--- src/rtl/int2flt_seq.sv ---
// ---------------------------------------------------------------------------
// int2flt_seq
//
// Multicycle int16 -> IEEE-754 half-precision converter working through a
// byte-wide data memory. It reads a two's-complement integer from SRC_ADDR
// (low byte) and SRC_ADDR+1 (high byte). It converts the value with a
// one-bit-per-cycle normaliser. It writes the half-precision result to
// DST_ADDR (low byte) and DST_ADDR+1 (high byte). The start/done handshake
// matches the program-level converters, so either one can drive the same
// bench.
//
// Parameters:
//   SRC_ADDR    byte address of the integer's low byte (default 0)
//   DST_ADDR    byte address of the result's low byte  (default 2)
//
// Ports:
//   clk          in   1  single clock, rising edge
//   reset        in   1  asynchronous, active-low reset
//   start        in   1  begin conversion; sampled only in IDLE and FIN
//   done         out  1  conversion complete; held until the next accepted start
//   mem_addr     out  8  data memory byte address (wraps modulo 256)
//   mem_rd_data  in   8  combinational read data for mem_addr
//   mem_wr_en    out  1  write strobe, one cycle per result byte
//   mem_wr_data  out  8  write data
//
// Configuration macro:
//   INT2FLT_ROUND_NEAREST_EN  defined   -> round-to-nearest-even
//                             undefined -> truncate (guard/sticky ignored)
//   Latency is identical in both builds.
//
// Latency (clock edges from the accepting edge E0 until done=1):
//   nonzero input: 7 + k, where k = 15 - (msb position of |x|)
//   zero input:    6
// ---------------------------------------------------------------------------
module int2flt_seq #(
   parameter logic [7:0] SRC_ADDR = 8'd0,
   parameter logic [7:0] DST_ADDR = 8'd2
) (
   input  logic       clk,
   input  logic       reset,
   input  logic       start,
   output logic       done,
   output logic [7:0] mem_addr,
   input  logic [7:0] mem_rd_data,
   output logic       mem_wr_en,
   output logic [7:0] mem_wr_data
);

   typedef enum logic [3:0] {
      S_IDLE,
      S_RD_LO,
      S_RD_HI,
      S_ABS,
      S_NORM,
      S_PACK,
      S_WR_LO,
      S_WR_HI,
      S_FIN
   } state_t;

   // Exponent of a value whose leading one sits at bit 15: bias 15 + 15.
   localparam logic [4:0] EXP_TOP = 5'd30;

   // Address increments are done in 8 bits, so they wrap modulo 256.
   localparam logic [7:0] SRC_ADDR_HI = SRC_ADDR + 8'd1;
   localparam logic [7:0] DST_ADDR_HI = DST_ADDR + 8'd1;

   state_t      state_q,  state_d;
   logic [7:0]  lo_q,     lo_d;      // captured low byte of the integer
   logic [7:0]  hi_q,     hi_d;      // captured high byte of the integer
   logic        sign_q,   sign_d;
   logic        zero_q,   zero_d;    // input was exactly zero
   logic [15:0] mag_q,    mag_d;     // magnitude, left-justified during NORM
   logic [4:0]  exp_q,    exp_d;     // biased exponent tracking the shifts
   logic [15:0] result_q, result_d;  // packed half-precision result

   // ------------------------------------------------------------------------
   // Datapath helpers
   // ------------------------------------------------------------------------
   logic [15:0] x_int;
   logic [15:0] x_mag;

   assign x_int = {hi_q, lo_q};
   // The magnitude is unsigned 16-bit. Negating 0x8000 gives 0x8000, which
   // is the correct magnitude 32768, so no 17th bit is needed.
   assign x_mag = x_int[15] ? (~x_int + 16'd1) : x_int;

   // Once normalised, bit 15 is the hidden one and the next ten bits are the
   // stored mantissa. The remaining five bits feed rounding.
   logic [9:0] mant_trunc;
   logic [9:0] mant_r;
   logic [4:0] exp_r;

   assign mant_trunc = mag_q[14:5];

`ifdef INT2FLT_ROUND_NEAREST_EN
   logic        guard;
   logic        sticky;
   logic [10:0] mant_inc;

   assign guard  = mag_q[4];
   assign sticky = |mag_q[3:0];

   always_comb begin
      mant_inc = {1'b0, mant_trunc} + 11'(guard & (sticky | mant_trunc[0]));
      if (mant_inc[10]) begin
         // A mantissa overflow renormalises to the next binade. This can only
         // happen for exp <= 29: the one value with exp 30 is 0x8000, and its
         // low bits are all zero. So the exponent never reaches 31.
         mant_r = 10'd0;
         exp_r  = exp_q + 5'd1;
      end else begin
         mant_r = mant_inc[9:0];
         exp_r  = exp_q;
      end
   end
`else
   logic unused_round_bits;

   assign unused_round_bits = ^mag_q[4:0];
   assign mant_r            = mant_trunc;
   assign exp_r             = exp_q;
`endif

   // ------------------------------------------------------------------------
   // Next-state and output logic
   // ------------------------------------------------------------------------
   always_comb begin
      // NOTE: every signal this block writes gets a default here first. A
      // branch that forgets one cannot then infer a latch.
      state_d     = state_q;
      lo_d        = lo_q;
      hi_d        = hi_q;
      sign_d      = sign_q;
      zero_d      = zero_q;
      mag_d       = mag_q;
      exp_d       = exp_q;
      result_d    = result_q;
      done        = 1'b0;
      mem_addr    = SRC_ADDR;
      mem_wr_en   = 1'b0;
      mem_wr_data = 8'd0;

      unique case (state_q)
         S_IDLE: begin
            if (start) state_d = S_RD_LO;
         end

         S_RD_LO: begin
            mem_addr = SRC_ADDR;
            lo_d     = mem_rd_data;
            state_d  = S_RD_HI;
         end

         S_RD_HI: begin
            mem_addr = SRC_ADDR_HI;
            hi_d     = mem_rd_data;
            state_d  = S_ABS;
         end

         S_ABS: begin
            sign_d  = x_int[15];
            mag_d   = x_mag;
            exp_d   = EXP_TOP;
            zero_d  = (x_int == 16'd0);
            state_d = (x_int == 16'd0) ? S_PACK : S_NORM;
         end

         S_NORM: begin
            // This state takes one cycle per leading zero, plus one final
            // cycle that sees the leading one at bit 15.
            if (mag_q[15]) begin
               state_d = S_PACK;
            end else begin
               mag_d = {mag_q[14:0], 1'b0};
               exp_d = exp_q - 5'd1;
            end
         end

         S_PACK: begin
            // Zero packs to +0. The sign is dropped so -0 is never written.
            result_d = zero_q ? 16'h0000 : {sign_q, exp_r, mant_r};
            state_d  = S_WR_LO;
         end

         S_WR_LO: begin
            mem_addr    = DST_ADDR;
            mem_wr_data = result_q[7:0];
            mem_wr_en   = 1'b1;
            state_d     = S_WR_HI;
         end

         S_WR_HI: begin
            mem_addr    = DST_ADDR_HI;
            mem_wr_data = result_q[15:8];
            mem_wr_en   = 1'b1;
            state_d     = S_FIN;
         end

         S_FIN: begin
            done = 1'b1;
            if (start) state_d = S_RD_LO;
         end

         default: state_d = S_IDLE;
      endcase
   end

   // ------------------------------------------------------------------------
   // State registers
   // ------------------------------------------------------------------------
   // NOTE: the datapath registers are reset along with the state. A reset
   // then always gives the same internal state, even in the middle of a
   // conversion.
   always_ff @(posedge clk or negedge reset) begin
      if (!reset) begin
         state_q  <= S_IDLE;
         lo_q     <= 8'd0;
         hi_q     <= 8'd0;
         sign_q   <= 1'b0;
         zero_q   <= 1'b0;
         mag_q    <= 16'd0;
         exp_q    <= 5'd0;
         result_q <= 16'd0;
      end else begin
         // NOTE: non-blocking assignments, so every register samples the
         // pre-edge values no matter what order these statements are in.
         state_q  <= state_d;
         lo_q     <= lo_d;
         hi_q     <= hi_d;
         sign_q   <= sign_d;
         zero_q   <= zero_d;
         mag_q    <= mag_d;
         exp_q    <= exp_d;
         result_q <= result_d;
      end
   end

endmodule

--- config.mk ---
export PLATFORM = sky130hd
export DESIGN_NAME = int2flt_seq
export DESIGN_NICKNAME = d
export VERILOG_FILES = /design/src/rtl/int2flt_seq.sv
export SDC_FILE = /design/constraint.sdc
export NUM_CORES = 1
export LEC_CHECK = 0
export CORE_MARGIN = 2
export CORE_UTILIZATION = 25
export DETAILED_ROUTE_END_ITERATION = 10
export GPL_TIMING_DRIVEN = 0
export PLACE_DENSITY = 0.4
export REMOVE_ABC_BUFFERS = 1
export SETUP_SLACK_MARGIN = 0.15
export SYNTH_ARGS = -nofsm -noshare
export SYNTH_HDL_FRONTEND = slang
export SYNTH_SLANG_ARGS = --single-unit
--- constraint.sdc ---
create_clock -name clk -period 6.2 [get_ports clk]
set_input_delay 0.62 -clock clk [delete_from_list [all_inputs] [get_ports clk]]
set_output_delay 0.62 -clock clk [all_outputs]
set_load 0.01 [all_outputs]
==> results.cfg <==
[routing]
via_count = 2240
detail_route.wl_per_cell_um = 14.53
drt-vias-per-instance = 4.647
drtAntennaViolNets = 0
drt-pass1-iter-count = 4
drc = 0
drtIter0Drc = 116
routed_wl_um = 7005

[clock_network]
clk_pin_slew_worst_paths_ns = 0.06
cts.root.buffer_cell = clkbuf_16
numCtsBuffers = 9
cts_max_level = 3
hold_buffers = 0
postCtsResizedCells = 0
clkSinkCount = 59
cts_tree = done
clock_latency_ns = 0.32
ctsLongestPathBuffers = 2
cts_setup_buffers = 0

[synthesis]
synth-warning-count = 0
synth_top_area_share_pct = 48.20
synth-edff-count = 0
synthArstFlopShare_pct = 100.0
synth_area_um2 = 3063
synth_most_common_cell = dfrtp_1
synth-seq-cells = 59
synth_cell_types = 52
synth_flop_cell = dfrtp_1
synth_largest_area_cell = dfrtp_1
synth_common_cells = dfrtp_1 (59), nand2_1 (38), o21ai_0 (34), clkbuf_1 (19), nor2_1 (19)
synth-seq-area-share_pct = 48.20
synth_area_leaders = dfrtp_1 (48%), o21ai_0 (5.6%), nand2_1 (4.7%)
avgSynthCellArea_um2 = 9.542
netlist_instances = 321

[timing]
slew_viol_final = 0
grt_setup_unrepaired = false
period_share_pct = 52.82
slew_headroom_pct = 16.79
min_period_ns = 3.275
finalClockSkew_ns = 0.006023
setup-tns-final_ns = 0
max_clock_freq_ghz = 0.3054
setup_viol = 0
worstMarginPinSlew_ns = 1.241
hold_violations = 0

[final_layout]
final_nets = 343
diodes = 0
nFillCells = 1251
fin_cells = 482
syn2layout_area_growth_pct = 19.57
drive_gt1_share_pct = 12.54

[die]
die_h_um = 114.7
pin_count = 29
die_area_um2 = 13150
core-area_um2 = 11960
start_util_pct = 25.61
dieWidth_um = 114.7
rows = 40

[global_routing]
grt_start_max_net_pins = 60
overflow = 0
grt_pass1_vias = 2248
grt_pass1_wl_um = 12030
antenna_found_initial = 0
grt_usage_pct = 11.75

[critical_path]
worstPathArrival_ns = 2.65
cp_max_fo = 20
critPathKind = register to primary output
r2r_end = state_q[0]
required_ns = 5.58
critPathLaunchType = register
ff2ff_setup_slack_ns = 3.05
reg2reg_from = state_q[0]
cp-end-kind = primary output
r2r_cells = 4

[power]
power.density_nw_per_um2 = 534.9
worst_ir_drop_vdd_v = 0.0001953
p_leak_nw = 1.543

[status]
status = finished clean

[worst_hold_path]
hp-class = input pin to async pin

[placed_design]
place_inst = 466
portBuffers = 22
dpl.hpwl_um = 4817
place_congestion = 0.7199

[run]
max_cap_viol_count = 0
-- state kept, by name (all words and copies together), names as in the netlist --
register / flops
mag_q: 16
hi_q: 8
result_q: 16
sign_q: 1
exp_q: 5
zero_q: 1
state_q: 4
lo_q: 8
-- worst max-delay path, stage by stage, from the launching register on --
cell             delay, ns
dfrtp_1               0.68
nand2b_1              0.32
nor3_2                0.60
nand2b_1              0.19
clkdlybuf4s50_1       0.53
-- where the power goes --
group	switching (mW)	leakage, nW	total [mW]	internal [mW]
combinational	0.359	0.673	0.682	0.324
sequential	0.210	0.722	0.777	0.567
clock	0.178	0.148	0.500	0.321
-- how the worst max path moves through the flow --
stage | start | to | slack (ns) | cells past startpoint
floorplan | state_q[0] | mag_q[2] | 3.78 | 3
global placement | reset | result_q[12] | 2.38 | 1
detailed placement | state_q[0] | mem_addr[0] | 2.79 | 4
CTS | state_q[0] | mem_addr[0] | 2.43 | 4
global route | state_q[0] | mem_addr[0] | 2.69 | 4
finish | state_q[0] | mem_addr[0] | 2.93 | 4
-- stage by stage --
stage | util (%) | setup slack (ns) | hold slack, ns | area, µm² | total power, mW
floorplan | - | 3.777 | 0.3244 | 2933 | 1.220
global route | 30.62 | 2.685 | 0.4480 | 3662 | 2.138
CTS | 30.53 | 2.428 | 0.4178 | 3652 | 1.985
global placement | 27.90 | 2.378 | 0.4646 | 3337 | 1.464
finish | 30.62 | 2.925 | 0.3794 | 3662 | 1.959
detailed placement | 27.99 | 2.790 | 0.4692 | 3348 | 1.474
-- placed cells by master (no fill, tap or decap), drive strengths merged, types with 3 or more instances in the layout --
master         count
clkbuf            10
a22oi              3
nor3               5
clkdlybuf4s50     21
nand3              9
conb               6
nor2              19
inv               10
or3                4
nand2             38
and3               3
xor2               8
clkinv             4
a31oi              4
mux2i             12
and2               3
or4                3
mux2              11
dfrtp             59
a21oi              8
nor4               4
o21ai             34
o211ai             4
o31ai              5
nand2b            17
-- cell type report --
cell class	instances	area (µm²)	share of cell area (%)
sequential	59	1476	40.31
multi-input combinational	227	1435	39.19
clock buffer	10	239.0	6.525
timing repair buffer	23	225.2	6.150
tap	147	183.9	5.022
clock inverter	6	65.06	1.777
inverter	10	37.54	1.025
-- layer usage --
metal	track usage, %	wire (µm)	up-vias
li1	-	-	1136
met1	15.98	3652	1061
met2	18.19	3074	38
met3	3.176	207	5
met4	3.659	71	0
met5	0	0	-
-- kinds of logic after synthesis --
logic type,synth area share (%)
other,0.1224
AO/OA/AOI/OAI,14.22
AND/OR/NAND/NOR,20.30
adder cells (fa/ha/maj),0.8169
XOR/XNOR,2.288
multiplexers,7.966
flip-flops,48.20
buffers and inverters,6.087
No activity file was read; power rests on OpenSTA's default activity.
